`src/rtl/uart_rx.sv`:
```
// -----------------------------------------------------------------------------
// uart_rx
//
// Asynchronous serial receiver. The frame is 1 start bit, 8 data bits (LSB
// first), no parity and Stop stop bits. rxd goes through a two-flop
// synchroniser. The start bit is checked again at mid-bit to reject glitches.
// Data and stop bits are sampled at mid-bit. Each good byte is placed in a
// holding register that the consumer acknowledges. The register carries
// framing and overrun error flags.
//
// Parameters:
//   Clock : system clock frequency in Hz
//   Baud  : bit rate
//   Stop  : number of stop bits checked (1..4)
//
// Ports:
//   clock : system clock, rising edge
//   reset : asynchronous, active-low reset
//   rxd   : serial input, idle high, asynchronous to clock
//   ack   : consumer acknowledge; clears rdy, ferr and oerr
//   data  : last good received byte
//   rdy   : data holds an unacknowledged byte
//   ferr  : sticky framing error (a stop bit was sampled low)
//   oerr  : sticky overrun (a frame completed while rdy was set)
// -----------------------------------------------------------------------------
module uart_rx #(
    parameter int Clock = 50000000,
    parameter int Baud  = 9600,
    parameter int Stop  = 1
) (
    input  logic       clock,
    input  logic       reset,
    input  logic       rxd,
    input  logic       ack,
    output logic [7:0] data,
    output logic       rdy,
    output logic       ferr,
    output logic       oerr
);

    localparam int Ticks = Clock / Baud;
    localparam int Half  = Ticks / 2;
    localparam int CW    = (Ticks > 2) ? $clog2(Ticks) : 1;

    localparam logic [CW-1:0] TICKS_M1  = CW'(Ticks - 1);
    localparam logic [CW-1:0] HALF_M1   = CW'(Half - 1);
    localparam logic [CW-1:0] CNT_ONE   = CW'(1);
    localparam logic [1:0]    LAST_STOP = 2'(Stop - 1);

    typedef enum logic [2:0] {
        S_IDLE,
        S_START,
        S_DATA,
        S_STOP,
        S_BREAK
    } state_t;

    // Synchroniser and edge-detect flops. All three preset to 1 so that an
    // idle line causes no edge when reset is released.
    logic          r_sync;
    logic          r_rs;
    logic          r_rs_d;

    state_t        r_state,      w_state_next;
    logic [CW-1:0] r_cnt,        w_cnt_next;
    logic [2:0]    r_bit_idx,    w_bit_idx_next;
    logic [1:0]    r_stop_idx,   w_stop_idx_next;
    logic [7:0]    r_shift,      w_shift_next;
    // One-cycle pulses raised by the last stop sample (good frame) or by a
    // failing stop sample. The holding register acts on them one edge later.
    logic          r_done,       w_done_next;
    logic          r_fail,       w_fail_next;

    logic [7:0]    w_data_next;
    logic          w_rdy_next;
    logic          w_ferr_next;
    logic          w_oerr_next;
    logic          w_tick;

    assign w_tick = (r_cnt == '0);

    always_ff @(posedge clock or negedge reset) begin
        if (!reset) begin
            r_sync <= 1'b1;
            r_rs   <= 1'b1;
            r_rs_d <= 1'b1;
        end else begin
            r_sync <= rxd;
            r_rs   <= r_sync;
            r_rs_d <= r_rs;
        end
    end

    // Receive FSM: state register
    always_ff @(posedge clock or negedge reset) begin
        if (!reset) begin
            r_state    <= S_IDLE;
            r_cnt      <= '0;
            r_bit_idx  <= '0;
            r_stop_idx <= '0;
            r_shift    <= '0;
            r_done     <= 1'b0;
            r_fail     <= 1'b0;
        end else begin
            r_state    <= w_state_next;
            r_cnt      <= w_cnt_next;
            r_bit_idx  <= w_bit_idx_next;
            r_stop_idx <= w_stop_idx_next;
            r_shift    <= w_shift_next;
            r_done     <= w_done_next;
            r_fail     <= w_fail_next;
        end
    end

    // Receive FSM: next state. The baud counter counts down, and a sample is
    // taken on the cycle where it reads zero.
    always_comb begin
        w_state_next    = r_state;
        w_cnt_next      = r_cnt;
        w_bit_idx_next  = r_bit_idx;
        w_stop_idx_next = r_stop_idx;
        w_shift_next    = r_shift;
        w_done_next     = 1'b0;
        w_fail_next     = 1'b0;

        case (r_state)
            S_IDLE: begin
                if (r_rs_d && !r_rs) begin
                    w_state_next = S_START;
                    w_cnt_next   = HALF_M1;
                end
            end

            S_START: begin
                if (w_tick) begin
                    if (!r_rs) begin
                        w_state_next   = S_DATA;
                        w_cnt_next     = TICKS_M1;
                        w_bit_idx_next = '0;
                    end else begin
                        // Line went back high before mid-bit: treat it as noise.
                        w_state_next = S_IDLE;
                    end
                end else begin
                    w_cnt_next = r_cnt - CNT_ONE;
                end
            end

            S_DATA: begin
                if (w_tick) begin
                    w_shift_next[r_bit_idx] = r_rs;
                    w_cnt_next              = TICKS_M1;
                    if (r_bit_idx == 3'd7) begin
                        w_state_next    = S_STOP;
                        w_stop_idx_next = '0;
                    end else begin
                        w_bit_idx_next = r_bit_idx + 3'd1;
                    end
                end else begin
                    w_cnt_next = r_cnt - CNT_ONE;
                end
            end

            S_STOP: begin
                if (w_tick) begin
                    if (!r_rs) begin
                        w_fail_next  = 1'b1;
                        w_state_next = S_BREAK;
                    end else if (r_stop_idx == LAST_STOP) begin
                        w_done_next  = 1'b1;
                        w_state_next = S_IDLE;
                    end else begin
                        w_stop_idx_next = r_stop_idx + 2'd1;
                        w_cnt_next      = TICKS_M1;
                    end
                end else begin
                    w_cnt_next = r_cnt - CNT_ONE;
                end
            end

            // A line held low (break or a broken frame) must return high
            // before a new start edge can be recognised.
            S_BREAK: begin
                if (r_rs) begin
                    w_state_next = S_IDLE;
                end
            end

            default: begin
                w_state_next = S_IDLE;
            end
        endcase
    end

    // Holding register. A completed frame loads data only if the register
    // is free or is being acknowledged in the same cycle. Otherwise the
    // first byte is kept and the overrun flag is set. For the error flags,
    // setting takes priority over ack.
    always_comb begin
        w_data_next = data;
        w_rdy_next  = rdy;

        if (r_done && (!rdy || ack)) begin
            w_data_next = r_shift;
            w_rdy_next  = 1'b1;
        end else if (ack) begin
            w_rdy_next = 1'b0;
        end

        w_ferr_next = r_fail | (ferr & ~ack);
        w_oerr_next = (r_done & rdy & ~ack) | (oerr & ~ack);
    end

    always_ff @(posedge clock or negedge reset) begin
        if (!reset) begin
            data <= '0;
            rdy  <= 1'b0;
            ferr <= 1'b0;
            oerr <= 1'b0;
        end else begin
            data <= w_data_next;
            rdy  <= w_rdy_next;
            ferr <= w_ferr_next;
            oerr <= w_oerr_next;
        end
    end

endmodule
```
`config.mk`:
```
export PLATFORM = sky130hd
export DESIGN_NAME = uart_rx
export DESIGN_NICKNAME = d
export VERILOG_FILES = /design/src/rtl/uart_rx.sv
export SDC_FILE = /design/constraint.sdc
export NUM_CORES = 1
export LEC_CHECK = 0
export ABC_AREA = 1
export BUFFER_PORTS_ARGS = -buffer_cell sky130_fd_sc_hd__buf_2
export CAP_MARGIN = 40
export CELL_PAD_IN_SITES_DETAIL_PLACEMENT = 1
export CELL_PAD_IN_SITES_GLOBAL_PLACEMENT = 1
export CORE_MARGIN = 1
export CORE_UTILIZATION = 45
export DETAILED_ROUTE_END_ITERATION = 8
export GPL_TIMING_DRIVEN = 1
export PLACE_DENSITY_LB_ADDON = 0.15
export SLEW_MARGIN = 15
export SYNTH_ARGS = -nofsm -noshare
export SYNTH_HDL_FRONTEND = slang
export SYNTH_SLANG_ARGS = --single-unit
```
`constraint.sdc`:
```
create_clock -name clock -period 1.6 [get_ports clock]
set_clock_uncertainty 0.1 [all_clocks]
set_input_delay 0.24 -clock clock [delete_from_list [all_inputs] [get_ports clock]]
set_output_delay 0.24 -clock clock [all_outputs]
set_load 0.03 [all_outputs]
```
==> impl_metrics.env <==
export IMPL_final_setup_viol_count=27
export IMPL_cts_sinks=45
export IMPL_antenna_found_initial=0
export IMPL_power_density_mw_per_mm2=1499
export IMPL_wl_per_cell_um=20.36
export IMPL_outcome="complete, but fails checks"
export IMPL_yosysSeqAreaShare_pct=48.57
export IMPL_p_leak_uw=0.001539
export IMPL_core_area_mm2=0.004848
export IMPL_rows=25
export IMPL_cts_tree="done"
export IMPL_grt_pass1_vias=2216
export IMPL_diodes=0
export IMPL_dp_final_hpwl_um=4381
export IMPL_globalRouteOverflowTotal=0
export IMPL_cts_max_path_buffers=2
export IMPL_drt_total_wl_um=8369
export IMPL_finalHoldViolCount=0
export IMPL_fp_dieW_um=73.90
export IMPL_clk_latency_ps=300
export IMPL_netlist_top_cells_area="dfrtp_1, nand2_1, nand3_1"
export IMPL_failed_checks="setup timing"
export IMPL_io_pins=15
export IMPL_crit_fanout=6
export IMPL_r2r_slack_ps=-120
export IMPL_ant_nets=0
export IMPL_grt_max_degree=30
export IMPL_path_class="reg -> reg"
export IMPL_setup_worst_path_start="r_cnt[6]$_DFFE_PN0P_"
export IMPL_fin_nets=352
export IMPL_final_max_slew_viol_count=0
export IMPL_max_freq_mhz=581.1
export IMPL_via_per_inst=5.620
export IMPL_r2r_start="r_cnt[6]$_DFFE_PN0P_"
export IMPL_fin_tns_setup_ps=-1624
export IMPL_hp_class="in -> reg"
export IMPL_cts_root_buf="clkbuf_8"
export IMPL_drtPass1Iterations=5
export IMPL_numCtsBuffers=5
export IMPL_grt_pass1_wl_um=10660
export IMPL_synth_ff_type="dfrtp_1"
export IMPL_async_flop_share_pct=100.0
export IMPL_peakVddDrop_v=0.0008969
export IMPL_relSlewSlack_pct=70.12
export IMPL_hold_ws_ps=20.66
export IMPL_htree_levels=2
export IMPL_drv_cap=0
export IMPL_netlist_cell_type_count=27
export IMPL_worst_pin_slew_ps=443.6
export IMPL_post_synth_cell_area_avg_um2=8.190
export IMPL_syn_to_final_growth_pct=33.08
export IMPL_yosysMostFrequentCell="nand2_1"
export IMPL_worstPathArrival_ps=1820
export IMPL_cp_start_kind="register"
export IMPL_clkTransAtPathRegs_ps=100
export IMPL_grt_usage_pct=26.39
export IMPL_initial_utilization_pct=47.97
export IMPL_reg2regPathDepth=9
export IMPL_drc=0
export IMPL_ys_top_cells_by_count="nand2_1, dfrtp_1, inv_1"
export IMPL_ys_ff_latch=45
export IMPL_cp_endpoint="r_shift[4]$_DFFE_PN0P_"
export IMPL_drtIter0Drc=107
export IMPL_fp_dieArea_mm2=0.005460
export IMPL_ys_warn_count=0
export IMPL_synth_cells=284
export IMPL_crit_required_ps=1690
export IMPL_synth_edf_count=0
export IMPL_holdPathStages=2
export IMPL_final_util_pct=63.85
export IMPL_die_h_um=73.90
export IMPL_syn_nets=293
export IMPL_final_fill_count=569
export IMPL_synth_area_mm2=0.002326
export IMPL_gp_congestion=0.8902
export IMPL_yosys_area_top_type="dfrtp_1"
export IMPL_rsz0062_at_grt="yes"
export IMPL_r2r_end="r_shift[4]$_DFFE_PN0P_"
export IMPL_finalPower_uw=4639
export IMPL_port_buffers=14
export IMPL_synth_top_area_share_pct=45.19
export IMPL_fin_crit_sh_pct=107.6
export IMPL_drive_above_1_share_pct=37.79
export IMPL_fin_crit_ps=1721
export IMPL_vias=2310
export IMPL_critPathCaptureType="register"
export IMPL_finalWorstSetupSlack_ps=-121.0
layer usage:
layer  wire length (µm)  GRT usage [%]  share of wire [%]
met1               3459          34.93                 41
met2               4175          44.24                 50
met3                370          3.841                4.4
met4                362          8.761                4.3
met5                  0              0                  0
power breakdown:
part | total (µW) | leakage (µW) | internal, µW | switching (µW)
clock network | 752 | 0.0000447 | 316 | 435
registers | 1510 | 0.000591 | 1320 | 193
logic | 2380 | 0.000902 | 888 | 1490
total | 4640 | 0.00154 | 2520 | 2120
layout make-up:
cell class                      count  area [µm²]  area share (%)
Tap cell                           67       83.83           2.708
Multi-Input combinational cell    207        1255           40.54
Inverter                           33       136.4           4.406
Timing Repair inverter              1       8.758          0.2829
Clock buffer                        5       68.82           2.223
Clock inverter                      3       25.02          0.8084
Sequential cell                    45        1135           36.66
Timing Repair Buffer               50       382.9           12.37
critical path, cell delays in order, from the launching register on:
cell and delay [ps]:
dfrtp_1 420, nor2_2 180, nand2_2 130, nor2_4 140, buf_12 140, nand2_8 100
inv_6 120, nand3_1 110, nand2_1 100, o21ai_1 70
what timing repair did:
action                                  in CTS  in global routing
gates resized for setup                     22                 38
cloned                                       2                  1
setup buffers                                7                 10
hold buffers                                 2                  0
endpoints found under the setup margin      28                 29
endpoints found under the hold margin       17                  0
pin swaps                                    8                 15
metrics by stage:
stage	setup slack [ps]	instance area (µm²)	cells
after floorplan	93.79	2326	284
after global placement	-83.82	2616	381
after detailed placement	-139.2	2616	381
after CTS	-5.113	2874	400
after global routing	-174.1	3095	411
final	-121.0	3095	411
cells in the final DEF (no fill, tap or decap), types with 2 or more instances in the layout:
cell / synthesis / routed
nor2_2: 4 / 9
buf_12: 0 / 3
nand2_4: 2 / 3
mux2_2: 8 / 8
buf_4: 0 / 31
inv_1: 30 / 27
ha_1: 5 / 2
nand2_1: 80 / 70
inv_2: 1 / 4
nand4_1: 6 / 6
dfstp_2: 3 / 3
nor2_4: 4 / 7
dfrtp_1: 42 / 38
inv_6: 0 / 3
ha_2: 0 / 2
o21ai_1: 12 / 19
nand3_4: 0 / 2
clkbuf_8: 0 / 5
nand3_2: 2 / 10
o21ai_2: 3 / 3
a21oi_1: 3 / 3
nor2_1: 29 / 21
o21ai_0: 14 / 7
dlygate4sd3_1: 0 / 2
nand3_1: 26 / 16
nand2_2: 2 / 12
dfrtp_2: 0 / 4
buf_2: 0 / 14
sequential cells by signal, indices dropped and copies added (netlist names), 2 cells and up:
signal	flops
data	8
r_bit_idx	3
r_state	3
r_stop_idx	2
r_cnt	13
r_shift	8
how the worst min path moves through the flow:
stage / startpoint / end
final: ack / oerr$_DFF_PN0_
after global routing: ack / oerr$_DFF_PN0_
after CTS: ack / oerr$_DFF_PN0_
after detailed placement: reset / data[7]$_DFFE_PN0P_
after global placement: reset / data[1]$_DFFE_PN0P_
after floorplan: reset / data[0]$_DFFE_PN0P_
cells by family after synthesis:
group | Yosys count | synth area share (%)
adders and majority gates | 5 | 2.690
DFF | 45 | 48.57
xor gates and xnor gates | 1 | 0.3766
buffers and inverters | 34 | 5.810
AOI/OAI and AO/OA | 34 | 7.962
muxes | 8 | 3.873
and+or+nand+nor | 157 | 30.71
No activity file was read; power rests on OpenSTA's default activity.
